--- src/rtl/alu_pkg.sv ---
// Shared encodings for the MIPS execute-stage ALU control and multiply/divide engine.
// The engine and its decodes exist only when ALU_MULDIV_EN is defined.
package alu_pkg;

  localparam logic [3:0] ALU_ADD  = 4'b0010;
  localparam logic [3:0] ALU_SUB  = 4'b0110;
  localparam logic [3:0] ALU_AND  = 4'b0000;
  localparam logic [3:0] ALU_OR   = 4'b0001;
  localparam logic [3:0] ALU_XOR  = 4'b0011;
  localparam logic [3:0] ALU_NOR  = 4'b1100;
  localparam logic [3:0] ALU_SLT  = 4'b0111;
  localparam logic [3:0] ALU_SLTU = 4'b1111;
  localparam logic [3:0] ALU_SLL  = 4'b1000;
  localparam logic [3:0] ALU_SRL  = 4'b1001;
  localparam logic [3:0] ALU_SRA  = 4'b1010;

  localparam logic [1:0] ALUOP_ADD   = 2'b00;
  localparam logic [1:0] ALUOP_SUB   = 2'b01;
  localparam logic [1:0] ALUOP_RTYPE = 2'b10;
  localparam logic [1:0] ALUOP_ORI   = 2'b11;

  localparam logic [5:0] F_AND   = 6'b100100;
  localparam logic [5:0] F_OR    = 6'b100101;
  localparam logic [5:0] F_XOR   = 6'b100110;
  localparam logic [5:0] F_NOR   = 6'b100111;
  localparam logic [5:0] F_SLT   = 6'b101010;
  localparam logic [5:0] F_SLTU  = 6'b101011;
  localparam logic [5:0] F_SLL   = 6'b000000;
  localparam logic [5:0] F_SRL   = 6'b000010;
  localparam logic [5:0] F_SRA   = 6'b000011;
  localparam logic [5:0] F_MFHI  = 6'b010000;
  localparam logic [5:0] F_MFLO  = 6'b010010;
  localparam logic [5:0] F_MULT  = 6'b011000;
  localparam logic [5:0] F_MULTU = 6'b011001;
  localparam logic [5:0] F_DIV   = 6'b011010;
  localparam logic [5:0] F_DIVU  = 6'b011011;

  // Bit 1 set means divide, bit 0 set means unsigned.
  typedef enum logic [1:0] {
    MD_MULT  = 2'b00,
    MD_MULTU = 2'b01,
    MD_DIV   = 2'b10,
    MD_DIVU  = 2'b11
  } md_op_e;

  typedef enum logic [1:0] {
    IDLE = 2'b00,
    RUN  = 2'b01,
    FIX  = 2'b10
  } md_state_e;

endpackage

--- src/rtl/muldiv_core.sv ---
// Iterative multiply/divide engine: WIDTH magnitude steps in RUN, sign fix-up and
// HI/LO write in FIX. The FSM state is exported on o_state for observation.
module muldiv_core
  import alu_pkg::*;
#(
  parameter int WIDTH = 32
) (
  input  logic             i_clk,
  input  logic             i_rst_n,
  input  logic             i_start,
  input  logic [1:0]       i_op,
  input  logic [WIDTH-1:0] i_a,
  input  logic [WIDTH-1:0] i_b,
  output logic             o_busy,
  output logic [WIDTH-1:0] o_hi,
  output logic [WIDTH-1:0] o_lo,
  output logic [1:0]       o_state
);

  localparam int CW = $clog2(WIDTH);

  md_state_e          r_state;
  md_state_e          w_next;
  logic [CW-1:0]      r_cnt;
  logic [2*WIDTH-1:0] r_p;
  logic [WIDTH-1:0]   r_m;
  logic               r_div;
  logic               r_neg_q;
  logic               r_neg_r;
  logic               r_bz;
  logic [WIDTH-1:0]   r_hi;
  logic [WIDTH-1:0]   r_lo;

  logic               w_signed;
  logic               w_a_neg;
  logic               w_b_neg;
  logic [WIDTH-1:0]   w_a_mag;
  logic [WIDTH-1:0]   w_b_mag;
  logic [WIDTH:0]     w_mul_sum;
  logic [2*WIDTH-1:0] w_mul_next;
  logic [WIDTH:0]     w_rem_sh;
  logic [WIDTH:0]     w_diff;
  logic [2*WIDTH-1:0] w_div_next;
  logic [2*WIDTH-1:0] w_prod;
  logic [WIDTH-1:0]   w_quo;
  logic [WIDTH-1:0]   w_rem;

  assign w_signed = ~i_op[0];
  assign w_a_neg  = w_signed & i_a[WIDTH-1];
  assign w_b_neg  = w_signed & i_b[WIDTH-1];
  assign w_a_mag  = w_a_neg ? -i_a : i_a;
  assign w_b_mag  = w_b_neg ? -i_b : i_b;

  // r_p holds {partial product, multiplier} or {remainder, dividend/quotient}.
  assign w_mul_sum  = {1'b0, r_p[2*WIDTH-1:WIDTH]} + (r_p[0] ? {1'b0, r_m} : '0);
  assign w_mul_next = {w_mul_sum, r_p[WIDTH-1:1]};
  assign w_rem_sh   = r_p[2*WIDTH-1:WIDTH-1];
  assign w_diff     = w_rem_sh - {1'b0, r_m};
  assign w_div_next = w_diff[WIDTH] ? {w_rem_sh[WIDTH-1:0], r_p[WIDTH-2:0], 1'b0}
                                    : {w_diff[WIDTH-1:0],   r_p[WIDTH-2:0], 1'b1};

  assign w_prod = r_neg_q ? -r_p : r_p;
  assign w_quo  = r_neg_q ? -r_p[WIDTH-1:0] : r_p[WIDTH-1:0];
  assign w_rem  = r_neg_r ? -r_p[2*WIDTH-1:WIDTH] : r_p[2*WIDTH-1:WIDTH];

  always_comb begin
    w_next = r_state;
    case (r_state)
      IDLE:    if (i_start) w_next = RUN;
      RUN:     if (r_cnt == CW'(WIDTH-1)) w_next = FIX;
      FIX:     w_next = IDLE;
      default: w_next = IDLE;
    endcase
  end

  always_ff @(posedge i_clk) begin
    if (!i_rst_n) begin
      r_state <= IDLE;
      r_cnt   <= '0;
      r_p     <= '0;
      r_m     <= '0;
      r_div   <= 1'b0;
      r_neg_q <= 1'b0;
      r_neg_r <= 1'b0;
      r_bz    <= 1'b0;
      r_hi    <= '0;
      r_lo    <= '0;
    end else begin
      r_state <= w_next;
      case (r_state)
        IDLE: begin
          if (i_start) begin
            r_p     <= {{WIDTH{1'b0}}, w_a_mag};
            r_m     <= w_b_mag;
            r_div   <= i_op[1];
            r_neg_q <= w_a_neg ^ w_b_neg;
            r_neg_r <= w_a_neg;
            r_bz    <= (i_b == '0);
            r_cnt   <= '0;
          end
        end
        RUN: begin
          r_p   <= r_div ? w_div_next : w_mul_next;
          r_cnt <= r_cnt + 1'b1;
        end
        FIX: begin
          if (r_div) begin
            // A zero divisor leaves the dividend magnitude as remainder, so HI = A falls out.
            r_lo <= r_bz ? '1 : w_quo;
            r_hi <= w_rem;
          end else begin
            r_lo <= w_prod[WIDTH-1:0];
            r_hi <= w_prod[2*WIDTH-1:WIDTH];
          end
        end
        default: ;
      endcase
    end
  end

  assign o_busy  = (r_state != IDLE);
  assign o_hi    = r_hi;
  assign o_lo    = r_lo;
  assign o_state = r_state;

endmodule

--- src/rtl/alu_muldiv_ctrl.sv ---
// MIPS execute-stage ALU control: AluOp/Func decode plus stall logic around the
// multiply/divide engine, which is built only when ALU_MULDIV_EN is defined.
module alu_muldiv_ctrl
  import alu_pkg::*;
#(
  parameter int WIDTH = 32
) (
  input  logic             Clk,
  input  logic             RstN,
  input  logic             Valid,
  input  logic [1:0]       AluOp,
  input  logic [5:0]       Func,
  input  logic [WIDTH-1:0] A,
  input  logic [WIDTH-1:0] B,
  output logic [3:0]       AluCtrl,
  output logic             Illegal,
  output logic             MdSel,
  output logic [WIDTH-1:0] MdResult,
  output logic             Stall,
  output logic             Busy
);

  logic w_match;
`ifdef ALU_MULDIV_EN
  logic             w_mfhi;
  logic             w_mflo;
  logic             w_start;
  logic [1:0]       w_md_op;
  logic             w_busy;
  logic [WIDTH-1:0] w_hi;
  logic [WIDTH-1:0] w_lo;
  logic [1:0]       w_state;
`endif

  always_comb begin
    AluCtrl = ALU_ADD;
    w_match = 1'b0;
`ifdef ALU_MULDIV_EN
    w_mfhi  = 1'b0;
    w_mflo  = 1'b0;
    w_start = 1'b0;
    w_md_op = MD_MULT;
`endif
    case (AluOp)
      ALUOP_ADD: begin AluCtrl = ALU_ADD; w_match = 1'b1; end
      ALUOP_SUB: begin AluCtrl = ALU_SUB; w_match = 1'b1; end
      ALUOP_ORI: begin AluCtrl = ALU_OR;  w_match = 1'b1; end
      default: begin
        casez (Func)
          6'b10000?: begin AluCtrl = ALU_ADD;  w_match = 1'b1; end
          6'b10001?: begin AluCtrl = ALU_SUB;  w_match = 1'b1; end
          F_AND:     begin AluCtrl = ALU_AND;  w_match = 1'b1; end
          F_OR:      begin AluCtrl = ALU_OR;   w_match = 1'b1; end
          F_XOR:     begin AluCtrl = ALU_XOR;  w_match = 1'b1; end
          F_NOR:     begin AluCtrl = ALU_NOR;  w_match = 1'b1; end
          F_SLT:     begin AluCtrl = ALU_SLT;  w_match = 1'b1; end
          F_SLTU:    begin AluCtrl = ALU_SLTU; w_match = 1'b1; end
          F_SLL:     begin AluCtrl = ALU_SLL;  w_match = 1'b1; end
          F_SRL:     begin AluCtrl = ALU_SRL;  w_match = 1'b1; end
          F_SRA:     begin AluCtrl = ALU_SRA;  w_match = 1'b1; end
`ifdef ALU_MULDIV_EN
          F_MFHI:    begin w_mfhi = 1'b1; w_match = 1'b1; end
          F_MFLO:    begin w_mflo = 1'b1; w_match = 1'b1; end
          F_MULT:    begin w_start = 1'b1; w_md_op = MD_MULT;  w_match = 1'b1; end
          F_MULTU:   begin w_start = 1'b1; w_md_op = MD_MULTU; w_match = 1'b1; end
          F_DIV:     begin w_start = 1'b1; w_md_op = MD_DIV;   w_match = 1'b1; end
          F_DIVU:    begin w_start = 1'b1; w_md_op = MD_DIVU;  w_match = 1'b1; end
`endif
          default:   ;
        endcase
      end
    endcase
  end

  assign Illegal = Valid & ~w_match;

`ifdef ALU_MULDIV_EN
  muldiv_core #(.WIDTH(WIDTH)) u_core (
    .i_clk   (Clk),
    .i_rst_n (RstN),
    .i_start (Valid & w_start & ~w_busy),
    .i_op    (w_md_op),
    .i_a     (A),
    .i_b     (B),
    .o_busy  (w_busy),
    .o_hi    (w_hi),
    .o_lo    (w_lo),
    .o_state (w_state)
  );

  // Any md instruction waits out a running op; the held op keeps its operands.
  assign Stall    = Valid & (w_start | w_mfhi | w_mflo) & w_busy;
  assign MdSel    = Valid & (w_mfhi | w_mflo) & ~w_busy;
  assign MdResult = w_mfhi ? w_hi : w_lo;
  assign Busy     = w_busy;
`else
  logic w_unused;
  assign w_unused = ^{Clk, RstN, A, B};
  assign Stall    = 1'b0;
  assign MdSel    = 1'b0;
  assign MdResult = '0;
  assign Busy     = 1'b0;
`endif

endmodule
--- config.mk ---
export PLATFORM = sky130hd
export DESIGN_NAME = alu_muldiv_ctrl
export DESIGN_NICKNAME = d
export VERILOG_FILES = /design/src/rtl/alu_pkg.sv /design/src/rtl/muldiv_core.sv /design/src/rtl/alu_muldiv_ctrl.sv
export SDC_FILE = /design/constraint.sdc
export NUM_CORES = 1
export LEC_CHECK = 0
export ABC_AREA = 1
export CAP_MARGIN = 40
export CORE_MARGIN = 2
export CORE_UTILIZATION = 20
export DETAILED_ROUTE_END_ITERATION = 7
export PLACE_DENSITY = 0.92
export SLEW_MARGIN = 40
export SYNTH_ARGS = -nofsm -noshare
export SYNTH_HDL_FRONTEND = slang
export SYNTH_SLANG_ARGS = --single-unit
--- constraint.sdc ---
create_clock -name vclk -period 2.33
set_input_delay 0.3495 -clock vclk [all_inputs]
set_output_delay 0.3495 -clock vclk [all_outputs]
set_load 0.005 [all_outputs]
* After elaboration in Yosys (flattened, before gate mapping)
Index checks and enable logic that the tools add are counted.
Word-level totals: logic and storage cells 22, input port bits 75, output and inout port bits 40, register bits after elaboration 0
Operators by class: eq/ne operators 12, reduce and logical (&&, ||, !) cells 4, mux-type cells 4, bitwise logic cells 2
Operators by type and width (count):
- $pmux W4 S10 | 1
- $eq A6 B6 Y1 const B | 6
- $eq A6 B2 Y1 const B | 2
- $pmux W4 S3 | 1
- $reduce_or A11 Y1 | 1
- $eq A5 B5 Y1 const B | 2
- $logic_not A6 Y1 | 1
- $reduce_or A3 Y1 | 1
- $eq A2 B1 Y1 const B | 1
- $eq A2 B2 Y1 const B | 1
- $logic_not A2 Y1 | 1
- $mux W1 | 2
- $and A1 B1 Y1 | 1
- $not A1 Y1 | 1

* Logic depth before layout (Yosys ltp)
Gate-level depths: netlist of the first run.
depth after elaboration 6, gate-level depth with buffers 9, depth with buffers taken out 9

* Worst setup path after synthesis of the first run
Ideal clock, no wire load.
path type input -> output, start point input Func[4], end point output AluCtrl[1], data required time 1980 ps, setup slack 1085 ps, stages on the path 7, arrival 895 ps, path buffers 0, cells stage by stage nor2_1 > nand3_2 > nand2_1 > nor2_1 > nand2_1 > nand2_1 > nand2_1
On the way: cells in the longest elaborated chain, start to end 3, elaborated cells between the ends (all ways) 12, classes of those cells eq/ne (9); mux (2); reduce/logical (1)
Ends and longest elaborated chain:
- from (decl) | line alu_muldiv_ctrl.sv:12 | input logic [5:0] Func,
- $eq A6 B2 Y1 (tied with other cells) | line alu_muldiv_ctrl.sv:49 | casez (Func)
- $pmux W4 S10 (*) | line alu_muldiv_ctrl.sv:49
- $pmux W4 S3 (*) | line alu_muldiv_ctrl.sv:44 | case (AluOp)
- to (decl) | line alu_muldiv_ctrl.sv:15 | output logic [3:0] AluCtrl,
Every way passes the cells marked *; elsewhere a longest branch is shown, timed or not.

* Worst setup path after layout of the first run
start point input Func[0], end point output AluCtrl[2]
On the way: cells in the longest elaborated chain, start to end 3, elaborated cells between the ends (all ways) 11, classes of those cells eq/ne (8); mux (2); reduce/logical (1)
Ends and longest elaborated chain (line):
- $eq A6 B2 Y1 (tied with other cells) | alu_muldiv_ctrl.sv:49
- $pmux W4 S10 (*) | alu_muldiv_ctrl.sv:49
- $pmux W4 S3 (*) | alu_muldiv_ctrl.sv:44
Marks and branches as above.

==> results by stage, run 1 <==
Drt:
- Wires add up to 859 um.
- The number of nets still failing antenna checks after routing is 0.
- The first routing iteration left 3 violations.
- The total iterations of the first detailed-routing run is 3.
- The number of vias per cell after detailed routing is 3.34.
- The total vias in the final route is 447.
- Dividing the detail-routed wire length by the instance count gives 6.41 um.
- For this run, design rule violations remaining after detail routing come to 0.

Yosys:
- The instance count of the mapped netlist is 89.
- Sorting the synthesized cells by how often they occur yields sky130_fd_sc_hd__buf_4, sky130_fd_sc_hd__nand2_1, sky130_fd_sc_hd__inv_1.
- The top-area cell type share of the netlist area is 51.1%.
- In the post-synthesis netlist, the cell with the most instances is sky130_fd_sc_hd__buf_4.
- The number of different library cells used by synthesis comes to 14.
- Summing the areas of all fa, ha and maj instances in the mapped netlist gives 0% of the synthesized area.
- The post-synthesis area per instance is 5.78 um2.
- After synthesis, the share of cell area in mux cells is 0%.
- The summed instance area of the synthesized netlist is 514 um2.
- Yosys attributes the largest share of cell area to sky130_fd_sc_hd__buf_4, sky130_fd_sc_hd__nand2_1, sky130_fd_sc_hd__inv_1, sky130_fd_sc_hd__nand3_2, sky130_fd_sc_hd__nor2_1.
- The number of warnings printed during yosys synthesis is 0.
- The xor and xnor fraction of the mapped netlist area is 0%.
- After synthesis, the largest family of logic cells by area is buffers and inverters.
- For this run, the register share of the synthesized area comes to 0%.
- sky130_fd_sc_hd__buf_4 takes more of the synthesized area than any other cell.
- The area fraction in compound gates after synthesis is 3.65%.
- The fraction of the mapped netlist area in simple logic gates is 36.5%.

STA:
- The share of the cycle needed by the critical path after routing is 95.7%.
- The minimum period implied by the final worst setup slack is 2.23 ns.
- The final setup violation count is 0.
- The number of hold violations in the final report is 0.
- The final-report max-slew violation count is 0.
- The fmax is 449 MHz.
- After routing, the total negative slack on setup checks comes to 0 ns.
- Setup repair after global routing left no endpoint under its margin.

Run:
- Across the run, the number of max-cap violations was 0.

Global route:
- The via count of the first global-routing pass is 236.
- Across every metal layer, demand over resource in global routing totals 3.94%.
- The first global-routing pass estimated 917 um of wire.
- Entering global routing, the biggest net connects 5 pins.
- The overflow left after global routing is 0.
- The number of antenna violations at the first check in global routing was 0.

Power:
- The power per cell area is 118 mW/mm2.
- The switching share of power is 57.6%.
- VDD sags by at most 47.7 uV.
- The switching power is 41.2 uW.
- Of the total power, combinational logic draws 100.0%.
- In this run, the clock network consumes 0% of the power.
- Of the total power, registers draw 0%.
- In this run the static leakage power is 0.000423 uW.
- The internal portion of the total power is 30.4 uW.

Critical path:
- The peak fanout along the critical path is 3.
- The kind of capture point of the worst setup path is an output pin.
- The worst setup path is of the in -> out kind.
- The required time reported for the critical path endpoint is 1.98 ns.
- The type of element launching the critical path is an input port.
- The arrival time of data at the critical path endpoint is 1.88 ns.

Cells and area:
- The total number of nets in the final design is 181.
- At the end of the flow the core is filled with cells to 24.7%.
- 0 antenna diodes ended up in the layout.
- There are 0 flip-flops and latches.
- The count of filler cells inserted in the layout is 275.
- In the finished layout, the clock tree contains a buffer count of 0.
- The fraction of final layout cells sized beyond drive strength 1 is 14.4%.
- Across the whole layout, storage elements account for 0 um2.
- From synthesis to final layout, the design area changed by 18.0%.

Floorplan:
- The die area is 0.00299 mm2.
- The floorplan core area is 0.00245 mm2.
- The initialized floorplan defines 18 standard-cell rows.
- From bottom edge to top edge, the die measures 54.7 um.
- Measured along the x axis, the die boundary spans 54.7 um.
- 115 I/O pins were placed.
- For this configuration, the core starts out at a cell density of 20.9%.

Hold path:
- The min-delay analysis places its worst path in the category in -> out.
- The number of cells on the worst hold path is 6.

Place:
- The global placer's final weighted congestion is 0.784.
- The wire-length estimate of the detail-placed layout is 702 um.
- During placement, the flow inserted port buffers numbering 14.

Status:
- The flow ran to the end, and the final reports show no timing, DRC or antenna violations.
cell usage in the layout (no fill, tap or decap), drive strengths merged, types with 2 or more instances in the layout:
cell type / netlist / final
conb: 1 / 35
nand2: 19 / 19
buf: 35 / 2
inv: 11 / 11
nand3: 7 / 7
clkdlybuf4s50: 0 / 6
dlymetal6s2s: 0 / 8
nor2: 12 / 12
cell families (layout without fill, tap and decap cells):
kind of cell,Yosys count,in the layout
AOI/OAI and AO/OA,3,3
buffers and inverters,46,27
and+or+nand+nor,39,39
other,1,35
final cells by class:
cell class                      instances  area, um2  area share (%)
Inverter                               11       41.3            6.80
Tap cell                               30       37.5            6.19
Timing Repair Buffer                   16        175            28.9
Multi-Input combinational cell         77        353            58.1
per-stage QoR:
stage	setup slack, ns	cells	hold slack, ns	power, uW	area (um2)
after CTS	0.00767	132	1.66	66.7	557
after detailed placement	0.00841	132	1.65	66.4	557
after floorplan	1.09	123	0.744	79.1	642
after global placement	0.0240	132	1.64	65.6	557
final	0.101	134	1.28	71.6	607
after global routing	0.00314	134	1.34	81.4	607
metal layers:
metal  GRT usage (%)  vias to the layer above  wire length [um]
met5               0                        -                 0
met3           0.546                        0               177
met2            5.75                       38               338
met1            6.31                      179               344
met4               0                        0                 0
li1                -                      230                 -
worst paths after layout:
path / start / to
worst max-delay path: Func[0] / AluCtrl[2]
worst min-delay path: Func[1] / Illegal
power groups by stage:
stage               Combinational (uW)  Clock, uW  Sequential, uW
global route                      81.4          0               0
CTS                               66.7          0               0
global placement                  65.6          0               0
floorplan                         79.1          0               0
detailed placement                66.4          0               0
finish                            71.6          0               0
worst max-delay path, stage by stage:
cell	delay, ns
sky130_fd_sc_hd__clkdlybuf4s50_1	0.48
sky130_fd_sc_hd__nand2_1	0.08
sky130_fd_sc_hd__inv_2	0.09
sky130_fd_sc_hd__nand3_2	0.11
sky130_fd_sc_hd__nand2_1	0.08
sky130_fd_sc_hd__inv_1	0.04
sky130_fd_sc_hd__nand2_1	0.05
sky130_fd_sc_hd__nand2_1	0.05
sky130_fd_sc_hd__nand2_1	0.05
sky130_fd_sc_hd__clkdlybuf4s50_1	0.49
timing repair:
action,CTS,global route
setup endpoints to repair,0,5
resized for setup,0,14
hold buffers,0,0
setup buffers,0,2
Note: power is estimated with default switching activity, not from simulation.
==> inputs of run 2 (changes only) <==
Settings changed: ABC_CLOCK_PERIOD_IN_PS set to 2330, CAP_MARGIN 40 to 10.
==> results of run 2 <==
Same layout as run 1: the final DEF is identical, and so are final timing and power.
==> inputs of run 3 (changes only) <==
Settings changed: CORE_MARGIN 2 to not set.
==> results by stage, run 3 (synthesized netlist as in run 1, its figures left out) <==
Status:
- The flow ran to the end, and the final reports show no timing, DRC or antenna violations.

Hold path:
- The number of cells on the worst hold path is 8 (+2).
- The launch instance of the worst min-delay path is Func[1].
- The tightest min-delay check is of the in -> out type.
- The sink of the worst hold path is AluCtrl[2].

Critical path:
- The arrival time of data at the critical path endpoint was 1.88 ns (about the same).
- The peak fanout along the critical path is 3 (unchanged).
- The required time reported for the critical path endpoint was 1.98 ns (about the same).
- The type of the worst setup path is in -> out.
- The kind of capture point of the worst setup path is an output pin.
- The type of element launching the critical path is an input port.

Floorplan:
- The floorplan core area came to 0.00245 mm2 (unchanged).
- The I/O pin count is 115 (unchanged).
- The number of core rows is 18 (unchanged).
- The y dimension of the die is 52.7 um (-3.7%).
- The effective utilization at floorplan came to 20.9% (unchanged).
- The die area came to 0.00278 mm2 (-7.2%).
- The horizontal extent of the die is 52.7 um (-3.7%).

Cells and area:
- The total number of nets in the final design is 180 (-0.55%).
- The layout clock buffer count is 0 (unchanged).
- Leaving out fill and tap cells, the most frequent cells in the layout are sky130_fd_sc_hd__conb_1, sky130_fd_sc_hd__nand2_1, sky130_fd_sc_hd__inv_1.
- The layout overhead on the synthesized area is 15.6%.
- The combined flip-flop and latch cell area is 0 um2 (unchanged).
- The count of filler cells inserted in the layout was 276 (+0.36%).
- The fraction of final layout cells sized beyond drive strength 1 is 13.6% (-0.83 points).
- The antenna cell count is 0 (unchanged).
- The library cell used most frequently in the layout, excluding fill and tap cells, is sky130_fd_sc_hd__conb_1.
- The count of flip-flops and latches is 0 (unchanged).

Power:
- The power per cell area is 118 mW/mm2 (about the same).
- The power consumption came to 70.1 uW (-2.0%).
- The worst vdd rail ir drop is 52.8 uV (+11%).
- The static power due to leakage came to 0.000392 uW (-7.5%).

Drt:
- The total vias in the final route is 446 (-0.22%).
- The number of nets still failing antenna checks after routing is 0 (unchanged).
- The routed length per instance is 5.91 um (-7.8%).
- The post-detailed-route DRC marker count is 0 (unchanged).
- The number of vias per cell after detailed routing came to 3.35 (+0.53%).
- The total length of routed wires was 786 um (-8.5%).
- The total iterations of the first detailed-routing run came to 4 (+1).
- The initial DRC count is 13 (+10).

Place:
- The global placer's final weighted congestion is 0.810 (+3.4%).
- The number of buffers added on ports is 14 (unchanged).
- The detailed placement HPWL is 652 um (-7.1%).

STA:
- Setup repair after global routing left no endpoint under its margin.
- The fmax is 449 MHz (+0.17%).
- The final-report max-slew violation count was 0 (unchanged).
- The sum of negative setup slack is 0 ns (unchanged).
- The minimum period implied by the final worst setup slack was 2.23 ns (-0.00372 ns).
- The share of the cycle needed by the critical path after routing came to 95.5% (-0.16 points).
- The number of hold violations in the final report is 0 (unchanged).
- The final setup violation count is 0 (unchanged).

Global route:
- The number of antenna violations at the first check in global routing was 0 (unchanged).
- The largest net degree at the start of global routing is 5 (unchanged).
- The overflow left after global routing is 0 (unchanged).
- The total track usage is 4.63% (+0.69 points).
- The via count of the first global-routing pass is 293 (+24%).
- The global-route wire length before repair is 1050 um (+14%).

Run:
- The number of max-cap violations is 0 (unchanged).

Clocking:
- The number of buffers inserted by hold repair at cts is 0 (unchanged).
==> run 3: changes by cell type in the layout (fill, tap and decap cells not counted) <==
cell                              previous run  this run
sky130_fd_sc_hd__dlymetal6s2s_1              8         6
sky130_fd_sc_hd__buf_4                       2         1
sky130_fd_sc_hd__clkdlybuf4s50_1             6         8
==> run 3: critical path, stage by stage <==
cell and delay [ns]:
sky130_fd_sc_hd__clkdlybuf4s50_1 0.48, sky130_fd_sc_hd__nand2_1 0.08, sky130_fd_sc_hd__inv_2 0.09, sky130_fd_sc_hd__nand3_2 0.11
sky130_fd_sc_hd__nand2_2 0.09, sky130_fd_sc_hd__nor2_2 0.04, sky130_fd_sc_hd__a21boi_1 0.12, sky130_fd_sc_hd__clkdlybuf4s50_1 0.52
==> run 3: worst max path at each step <==
stage                       start          to  slack (ns)  cells after the start
final                     Func[0]  AluCtrl[3]        0.10                      8
after global placement    Func[4]  AluCtrl[1]        0.03                      9
after floorplan           Func[4]  AluCtrl[1]        1.09                      7
after CTS                 Func[2]  AluCtrl[3]     -0.0004                      7
after global routing      Func[0]     Illegal       0.006                      8
after detailed placement  Func[2]  AluCtrl[3]      -0.005                      7
==> run 3: cell type report <==
type                       count  area (um2)  area share, %
tap                           30        37.5           6.32
inverter                      11        41.3           6.95
timing repair buffer          15         163           27.4
multi-input combinational     77         353           59.4
==> run 3: power by group <==
part / switching (uW) / leakage [uW] / internal, uW / total [uW]
Clock: 0 / 0 / 0 / 0
Sequential: 0 / 0 / 0 / 0
Combinational: 40.5 / 0.000392 / 29.6 / 70.1
==> run 3: metal layers <==
metal  track usage [%]  share of wire (%)  vias to the layer above
li1                  -                  -                      226
met1              5.72                 43                      181
met2              8.65                 42                       39
met3             0.870                 15                        0
met4                 0                  0                        0
met5                 0                  0                        -
==> run 3: metrics by stage <==
stage                     instance area (um2)  setup WS [ns]  std cells  hold WS (ns)  util, %
final                                     594          0.104        133          1.35     24.2
after global placement                    557         0.0281        132          1.65     22.7
after global routing                      594        0.00567        133          1.43     24.2
after CTS                                 557      -0.000435        132          1.66     22.7
after floorplan                           642           1.09        123         0.744        -
after detailed placement                  557       -0.00461        132          1.66     22.7
==> run 3: timing repair <==
action / CTS / global route
hold endpoints to repair: 0 / 0
pin swaps: 0 / 1
resized for setup: 0 / 12
buffers inserted: 0 / 1
endpoints found under the setup margin: 1 / 5
